--- config.mk ---
export PLATFORM = sky130hd
export DESIGN_NAME = t07_spi_octal_tx
export DESIGN_NICKNAME = d
export VERILOG_FILES = /design/src/rtl/t07_spi_octal_pkg.sv /design/src/rtl/t07_octal_xor_acc.sv /design/src/rtl/t07_spi_octal_tx.sv
export SDC_FILE = /design/constraint.sdc
export NUM_CORES = 1
export LEC_CHECK = 0
export ABC_CLOCK_PERIOD_IN_PS = 2280
export BUFFER_PORTS_ARGS = -buffer_cell sky130_fd_sc_hd__buf_2
export CAP_MARGIN = 0
export CORE_ASPECT_RATIO = 1.2
export CORE_UTILIZATION = 52
export DETAILED_ROUTE_END_ITERATION = 12
export GPL_TIMING_DRIVEN = 0
export MAX_ROUTING_LAYER = met4
export PLACE_DENSITY_LB_ADDON = 0.3
export SLEW_MARGIN = 25
export SYNTH_ARGS = -nofsm -noshare
export SYNTH_HDL_FRONTEND = slang
export SYNTH_SLANG_ARGS = --single-unit
export TNS_END_PERCENT = 10
--- constraint.sdc ---
create_clock -name clk -period 2.28 [get_ports clk]
set_input_delay 0.228 -clock clk [delete_from_list [all_inputs] [get_ports clk]]
set_output_delay 0.228 -clock clk [all_outputs]
set_load 0.02 [all_outputs]
--- src/rtl/t07_spi_octal_pkg.sv ---
// Shared definitions for the octal-SPI link to the ESP32 (tx and rx directions).
// T07_SPI_TX_CRC_EN adds the trailing XOR check-byte state to the tx FSM.
package t07_spi_octal_pkg;

    localparam int ADDR_W         = 5;
    localparam int BYTE_W         = 8;
    localparam int BYTES_PER_WORD = 4;

    localparam logic [ADDR_W-1:0] MIN_ADDR = ADDR_W'(1);
    localparam logic [ADDR_W-1:0] MAX_ADDR = ADDR_W'(31);

`ifdef T07_SPI_TX_CRC_EN
    typedef enum logic [2:0] {IDLE, FETCH, LOAD, SEND, CRC} t07_spi_tx_state_t;
`else
    typedef enum logic [2:0] {IDLE, FETCH, LOAD, SEND} t07_spi_tx_state_t;
`endif

    // Register addresses run 1..31; address 0 is reserved and never produced.
    function automatic logic [ADDR_W-1:0] next_addr(input logic [ADDR_W-1:0] a);
        return (a >= MAX_ADDR) ? MIN_ADDR : a + 1'b1;
    endfunction

endpackage

--- src/rtl/t07_octal_xor_acc.sv ---
// 8-bit XOR accumulator for the octal tx check byte; clr has priority over en.
module t07_octal_xor_acc
    import t07_spi_octal_pkg::*;
(
    input  logic              clk,
    input  logic              nrst,
    input  logic              clr,
    input  logic              en,
    input  logic [BYTE_W-1:0] d,
    output logic [BYTE_W-1:0] acc
);

    always_ff @(posedge clk or negedge nrst) begin
        if (!nrst)
            acc <= '0;
        else if (clr)
            acc <= '0;
        else if (en)
            acc <= acc ^ d;
    end

endmodule

--- src/rtl/t07_spi_octal_tx.sv ---
// Octal-SPI transmitter: reads words 1..31 from the register file and streams them MSB byte first.
// Optional T07_SPI_TX_CRC_EN appends one XOR check byte after the last data byte.
module t07_spi_octal_tx #(
    parameter int ADDR_W         = 5,
    parameter int BYTES_PER_WORD = 4
) (
    input  logic              clk,
    input  logic              nrst,
    input  logic              start,
    input  logic [ADDR_W-1:0] start_addr,
    input  logic [ADDR_W-1:0] word_count,
    output logic              rd_en,
    output logic [ADDR_W-1:0] rd_addr,
    input  logic [31:0]       rd_data,
    input  logic              esp_hold,
    output logic [7:0]        esp_data,
    output logic              esp_cs_n,
    output logic              esp_valid,
    output logic              busy,
    output logic              done
);
    import t07_spi_octal_pkg::*;

    localparam logic [1:0] LAST_BYTE = 2'(BYTES_PER_WORD - 1);
    localparam logic [1:0] PF_BYTE   = 2'(BYTES_PER_WORD - 2);

    t07_spi_tx_state_t state, state_nxt;
    logic [ADDR_W-1:0] addr;
    logic [ADDR_W-1:0] words_left;
    logic [31:0]       shreg;
    logic [31:0]       prefetch;
    logic [1:0]        byte_cnt;
    logic              pf_req;
    logic              in_frame;
    logic              step;
    logic              pf_issue;
    logic              accept;

`ifdef T07_SPI_TX_CRC_EN
    logic [BYTE_W-1:0] crc_byte;
    assign in_frame = (state == SEND) || (state == CRC);
`else
    assign in_frame = (state == SEND);
`endif

    assign accept   = (state == IDLE) && start && (word_count != '0);
    assign step     = in_frame && !esp_hold;
    assign pf_issue = (state == SEND) && (byte_cnt == PF_BYTE) && !esp_hold && (words_left != '0);

    assign rd_en     = (state == FETCH) || pf_issue;
    assign rd_addr   = (state == FETCH) ? addr : (pf_issue ? next_addr(addr) : '0);
    assign esp_cs_n  = !in_frame;
    assign esp_valid = step;
    assign busy      = (state != IDLE);

    always_comb begin
        esp_data = '0;
        if (state == SEND)
            esp_data = shreg[31:24];
`ifdef T07_SPI_TX_CRC_EN
        else if (state == CRC)
            esp_data = crc_byte;
`endif
    end

    always_ff @(posedge clk or negedge nrst) begin
        if (!nrst)
            state <= IDLE;
        else
            state <= state_nxt;
    end

    always_comb begin
        state_nxt = state;
        case (state)
            IDLE:  if (accept) state_nxt = FETCH;
            FETCH: state_nxt = LOAD;
            LOAD:  state_nxt = SEND;
            SEND: begin
                if (!esp_hold && byte_cnt == LAST_BYTE && words_left == '0) begin
`ifdef T07_SPI_TX_CRC_EN
                    state_nxt = CRC;
`else
                    state_nxt = IDLE;
`endif
                end
            end
`ifdef T07_SPI_TX_CRC_EN
            CRC:   if (!esp_hold) state_nxt = IDLE;
`endif
            default: state_nxt = IDLE;
        endcase
    end

    always_ff @(posedge clk or negedge nrst) begin
        if (!nrst) begin
            addr       <= '0;
            words_left <= '0;
            shreg      <= '0;
            prefetch   <= '0;
            byte_cnt   <= '0;
            pf_req     <= 1'b0;
            done       <= 1'b0;
        end else begin
            done   <= in_frame && (state_nxt == IDLE);
            pf_req <= pf_issue;
            // Read data arrives one cycle after the strobe, whether or not the bus is held.
            if (pf_req)
                prefetch <= rd_data;
            case (state)
                IDLE: begin
                    if (accept) begin
                        addr       <= (start_addr == '0) ? MIN_ADDR : start_addr;
                        words_left <= word_count - 1'b1;
                    end
                end
                LOAD: begin
                    shreg    <= rd_data;
                    byte_cnt <= '0;
                end
                SEND: begin
                    if (!esp_hold) begin
                        if (byte_cnt == LAST_BYTE) begin
                            if (words_left != '0) begin
                                // Bypass when the prefetch lands on the same edge as the word switch.
                                shreg      <= pf_req ? rd_data : prefetch;
                                byte_cnt   <= '0;
                                addr       <= next_addr(addr);
                                words_left <= words_left - 1'b1;
                            end
                        end else begin
                            shreg    <= {shreg[23:0], 8'h00};
                            byte_cnt <= byte_cnt + 1'b1;
                        end
                    end
                end
                default: ;
            endcase
        end
    end

`ifdef T07_SPI_TX_CRC_EN
    t07_octal_xor_acc u_crc (
        .clk  (clk),
        .nrst (nrst),
        .clr  (state == IDLE),
        .en   (step && (state == SEND)),
        .d    (shreg[31:24]),
        .acc  (crc_byte)
    );
`endif

endmodule

Yosys cells after proc, flatten, opt, wreduce, memory -nomap -nowiden. Index checks and enable logic that the tools add are counted.

Register bits: 81. Output and inout bits: 18. Word-level logic and storage cells: 73.

Add/sub/neg operators: 4. Order comparisons: 1. Equality and inequality tests: 10. Multiplexer cells: 27. Reduce and logical (&&, ||, !) cells: 23.

Operators with widths (count): 2-to-1 mux 32 bit (4); one-hot mux 32 bit (2 select lines) (1); 2-to-1 mux 5 bit (12); one-hot mux 5 bit (2 select lines) (2); one-hot mux 3 bit (4 select lines) (1); logical NOT 5 bit (2); nonzero test 5 bit (2); subtractor 5 x 1 -> 5 bit, second input constant (2); logical AND 1 bit (9); 2-to-1 mux 8 bit (1); == test 3 x 2 -> 1 bit, second input constant (2); logical NOT 3 bit (2); 2-to-1 mux 2 bit (3); 2-to-1 mux 3 bit (2); adder 5 x 1 -> 5 bit, second input constant (1); greater-or-equal comparator 5 bit, second input constant (1); AND reduction 5 bit (1); == test 2 bit, second input constant (2); inequality test 2 x 1 -> 1 bit, second input constant (2); inequality test 2 bit, second input constant (2); one-hot mux 2 bit (2 select lines) (1); nonzero test 2 bit (2); == test 3 x 1 -> 1 bit, second input constant (1); inequality test 3 bit, second input constant (1); 5 further kinds (6).

Logic depth before layout (Yosys ltp).
Depth in word-level cells: 7. Mapped depth: 12.

Worst setup path before layout. OpenSTA, ideal clock, no wires.

Kind: reg-to-reg. From: register state[0]. To: register words_left[4]. Library setup time: 0.080 ns. Data arrival time: 2.490 ns. Path slack: -0.290 ns. Stages on the path, launching flop included: 12. Path buffers: 3. Period minus slack after synthesis: 2.570 ns. Path through: dfrtp_1 -> and3b_1 -> buf_4 -> inv_2 -> buf_2 -> buf_1 -> a21oi_1 -> ha_1 -> nor3b_1 -> and3_1 -> a221oi_1 -> a2bb2oi_1.

Cells in the longest elaborated chain, start to end: 5. Elaborated cells between the ends (all ways): 11. Those cells by class: eq/ne (5); mux (1); reduce/logical (5).

Ends and longest elaborated chain: from (decl) (line t07_spi_octal_tx.sv:27) `t07_spi_tx_state_t state, state_nxt;`; from (signal assigned) (line t07_spi_octal_tx.sv:70) `state <= state_nxt;`; logical NOT 3 bit (line t07_spi_octal_tx.sv:46, t07_spi_octal_tx.sv:110); logical AND 1 bit (2 in a row) (line t07_spi_octal_tx.sv:46) `assign accept = (state == IDLE) && start && (word_count != '0);`; inequality test 2 bit (no source line); AND reduction 5 bit (no source line); to (signal assigned) (line t07_spi_octal_tx.sv:114) `words_left <= word_count - 1'b1;`; to (signal assigned) (line t07_spi_octal_tx.sv:129) `words_left <= words_left - 1'b1;`; to (decl) (line t07_spi_octal_tx.sv:29) `logic [ADDR_W-1:0] words_left;`.

Several ways; a longest one is shown, not always the timed one. A chain may end at the register's enable or synchronous reset.

Final worst setup path.
From: register words_left[3]. To: output rd_addr[2].

Cells in the longest elaborated chain, start to end: 4.

Ends and longest elaborated chain: nonzero test 5 bit (line t07_spi_octal_tx.sv:48) `assign pf_issue = (state == SEND) && (byte_cnt == PF_BYTE) && !esp_hold && (words_left != '0);`; logical AND 1 bit (line t07_spi_octal_tx.sv:48); 2-to-1 mux 5 bit (2 in a row) (line t07_spi_octal_tx.sv:51) `assign rd_addr = (state == FETCH) ? addr : (pf_issue ? next_addr(addr) : '0);`; to (decl) (line t07_spi_octal_tx.sv:13) `output logic [ADDR_W-1:0] rd_addr,`.

Every way passes these cells.

==> out/results.tsv <==
metric	value	unit
status	finished, violations left	
violations	setup timing	
diodes	0	
antenna_found_initial	0	
overflow	0	
ant_nets	0	
synth_seq_cells	81	
worstHoldStart	rd_data[30]	
min_path_type	primary input to flip-flop	
maxCapViolCount	0	
syn_inst	383	
dp_hpwl	6990	um
p_leak	2.56	nW
setup_tns	-368	ps
avgSynthCellArea	11.3	sq um
cts_tree	done	
crit_chain	or4_4 > o211ai_4 > nor2_4 > a221o_1 > buf_6	
ios	64	
clockBufferDepth	2	
cp-start-kind	flip-flop	
seq_area_frac_synth	46.8	%
drc	0	
die_h	102	um
tightest_slew	1010	ps
synth_top_family_by_area	multiplexers	
hold_violations	0	
cp.arrival	2190	ps
gp_congestion	0.839	
synth_edf_count	0	
ctsRootBufferMaster	clkbuf_8	
drt_wl_total	10200	um
critical-path-slowest-cell	or4_4	
slew_headroom	32.3	%
vdd_drop_max	0.400	mV
fin_util	65.2	%
clk_pin_slew_worst_paths	80	ps
fin_ws	-143	ps
syn_nets	434	
fin_crit	2420	ps
fin_crit_sh	106	%
multi_input_area	0.00226	sq mm
r2r-start	state[2]	
skew	6.63	ps
report.final.slew_viol_count	0	
r2r_slack	30	ps
synth_compound_area_share	12.4	%
die-area	0.00871	sq mm
yosys_warnings	0	
grt_max_degree	48	
synthMuxAreaShare	23.2	%
layout_common_cells	dfrtp_1, buf_2, nand2_1	
fmax	413	MHz
max_stage_delay	580	ps
end_kind	output port	
setup-violations-final	3	
num-fill-cells	620	
num_rows	36	
final_common_cell	dfrtp_1	
fp.dieW	85.3	um
synth-xor-area-share	0.202	%
initial_core_util	53.5	%
coreArea	0.00811	sq mm
cts_sinks	81	
ys.flop_type	dfrtp_1	
ff_latch_area	0.00203	sq mm
clock_latency	350	ps
h-tree-depth	3	
crit_start	words_left[3]	
power.density	791	mW/mm^2
track_usage	25.3	%
drtIter0Drc	171	
cp.required	2050	ps
synthArstFlopShare	100	%
synth-adder-area-share	1.44	%
io_buffers	63	
crit_fanout	4	
vias_per_cell	5.87	
wl_per_cell	17.8	um
numCtsBuffers	9	
yosys.area_share.simple	12.5	%
grt_pass1_wl	16500	um
crit_type	flip-flop to output port	
drive_gt1_share	39.9	%
grt_pass1_vias	3370	
vias	3372	
rsz0062_at_grt	true	
dr.pass1.iters	4	
areaGrowthSynthToFinish	21.9	%
layout.nets	525	
synth_cell_type_count	58	
netlist_area	0.00433	sq mm
==> what timing repair did <==
item,CTS,global route
hold endpoints to repair,46,0
buffers inserted,7,9
gates resized for setup,16,25
endpoints found under the setup margin,8,41
gates cloned,0,0
hold buffers,1,0
pin swaps,2,5
==> layer usage <==
layer	wire length, um	GRT usage [%]	part of all wire, %	up-vias
met5	0	-	0	-
met4	200	9.74	2.0	0
met3	396	3.47	3.9	19
met2	4960	41.1	49	90
met1	4670	32.7	46	1675
li1	-	-	-	1588
==> state kept, by name, indices dropped and copies added (netlist names) <==
register	count
addr	5
state	3
done	1
shreg	32
words_left	5
byte_cnt	2
prefetch	32
pf_req	1
==> cells by family (layout without fill, tap and decap cells) <==
kind of cell | Yosys count | count (layout)
other | 1 | 1
AO/OA/AOI/OAI | 73 | 73
adder cells (fa/ha/maj) | 5 | 5
XOR/XNOR | 1 | 1
multiplexers | 85 | 85
AND/OR/NAND/NOR | 107 | 107
flip-flops | 81 | 81
buffers and inverters | 30 | 126
==> cells in the mapped netlist, types with 2 or more instances <==
library cell  number  area (sq um)
nor3b_1            3          22.5
a21o_1             3          22.5
a221o_1            8          80.1
mux2_2            36           405
o211ai_2           2          25.0
nor3_1             5          25.0
ha_1               5          62.6
a221oi_1           2          17.5
dfrtp_1           81          2030
nor2b_1            2          12.5
nor2_1             8          30.0
a211oi_1           2          15.0
or4_1              2          15.0
a21oi_1           12          60.1
and3_1             4          25.0
o2111ai_1          7          61.3
and2_1             9          56.3
mux2i_1           21           210
o21ai_0           21           105
nand2_1           51           191
buf_1              4          15.0
buf_6              3          33.8
clkbuf_1          10          37.5
a22o_1             2          17.5
nand3b_1           2          15.0
mux2_1             8          90.1
buf_2              6          30.0
nand3_1           10          50.1
mux2_4            20           300
o31ai_1            2          15.0
inv_1              5          18.8
==> power breakdown <==
group	switching [mW]	internal (mW)	total (mW)
sequential	0.245	1.74	1.99
clock	0.547	0.623	1.17
combinational	0.427	0.593	1.02
==> final cells by class <==
type | count | share of cell area (%)
clock buffer | 10 | 2.42
multi-input combinational | 272 | 42.8
timing repair buffer | 81 | 9.26
sequential | 81 | 38.5
tap | 95 | 2.25
buffer | 23 | 2.63
clock inverter | 6 | 1.70
inverter | 6 | 0.474
==> worst max-delay path, delay by kind of cell, from the launching register on <==
family,cells,cell delay [ps]
AO/OA/AOI/OAI,2,610
buffers and inverters,1,140
flip-flops,1,440
AND/OR/NAND/NOR,2,640
==> metrics by stage <==
stage / cells / hold WS [ps] / worst slack, ps / instance area (sq um) / power (mW)
final: 574 / 133 / -143 / 5280 / 4.18
after global routing: 574 / 133 / -178 / 5280 / 4.38
after CTS: 566 / 121 / -141 / 5140 / 4.09
after detailed placement: 542 / 285 / -363 / 4800 / 2.87
after global placement: 541 / 464 / -313 / 4780 / 2.82
after floorplan: 383 / -67.6 / -98.8 / 4340 / 2.59
==> worst paths after layout <==
kind                       cells after the start      endpoint
max                                            5    rd_addr[2]
min                                            2  prefetch[30]
max reg2reg                                    7     shreg[25]
min reg2reg                                    1  prefetch[24]
max in group asynchronous                      3       addr[0]
min in group asynchronous                      2       addr[4]
Power figures use the tool's default switching activity.
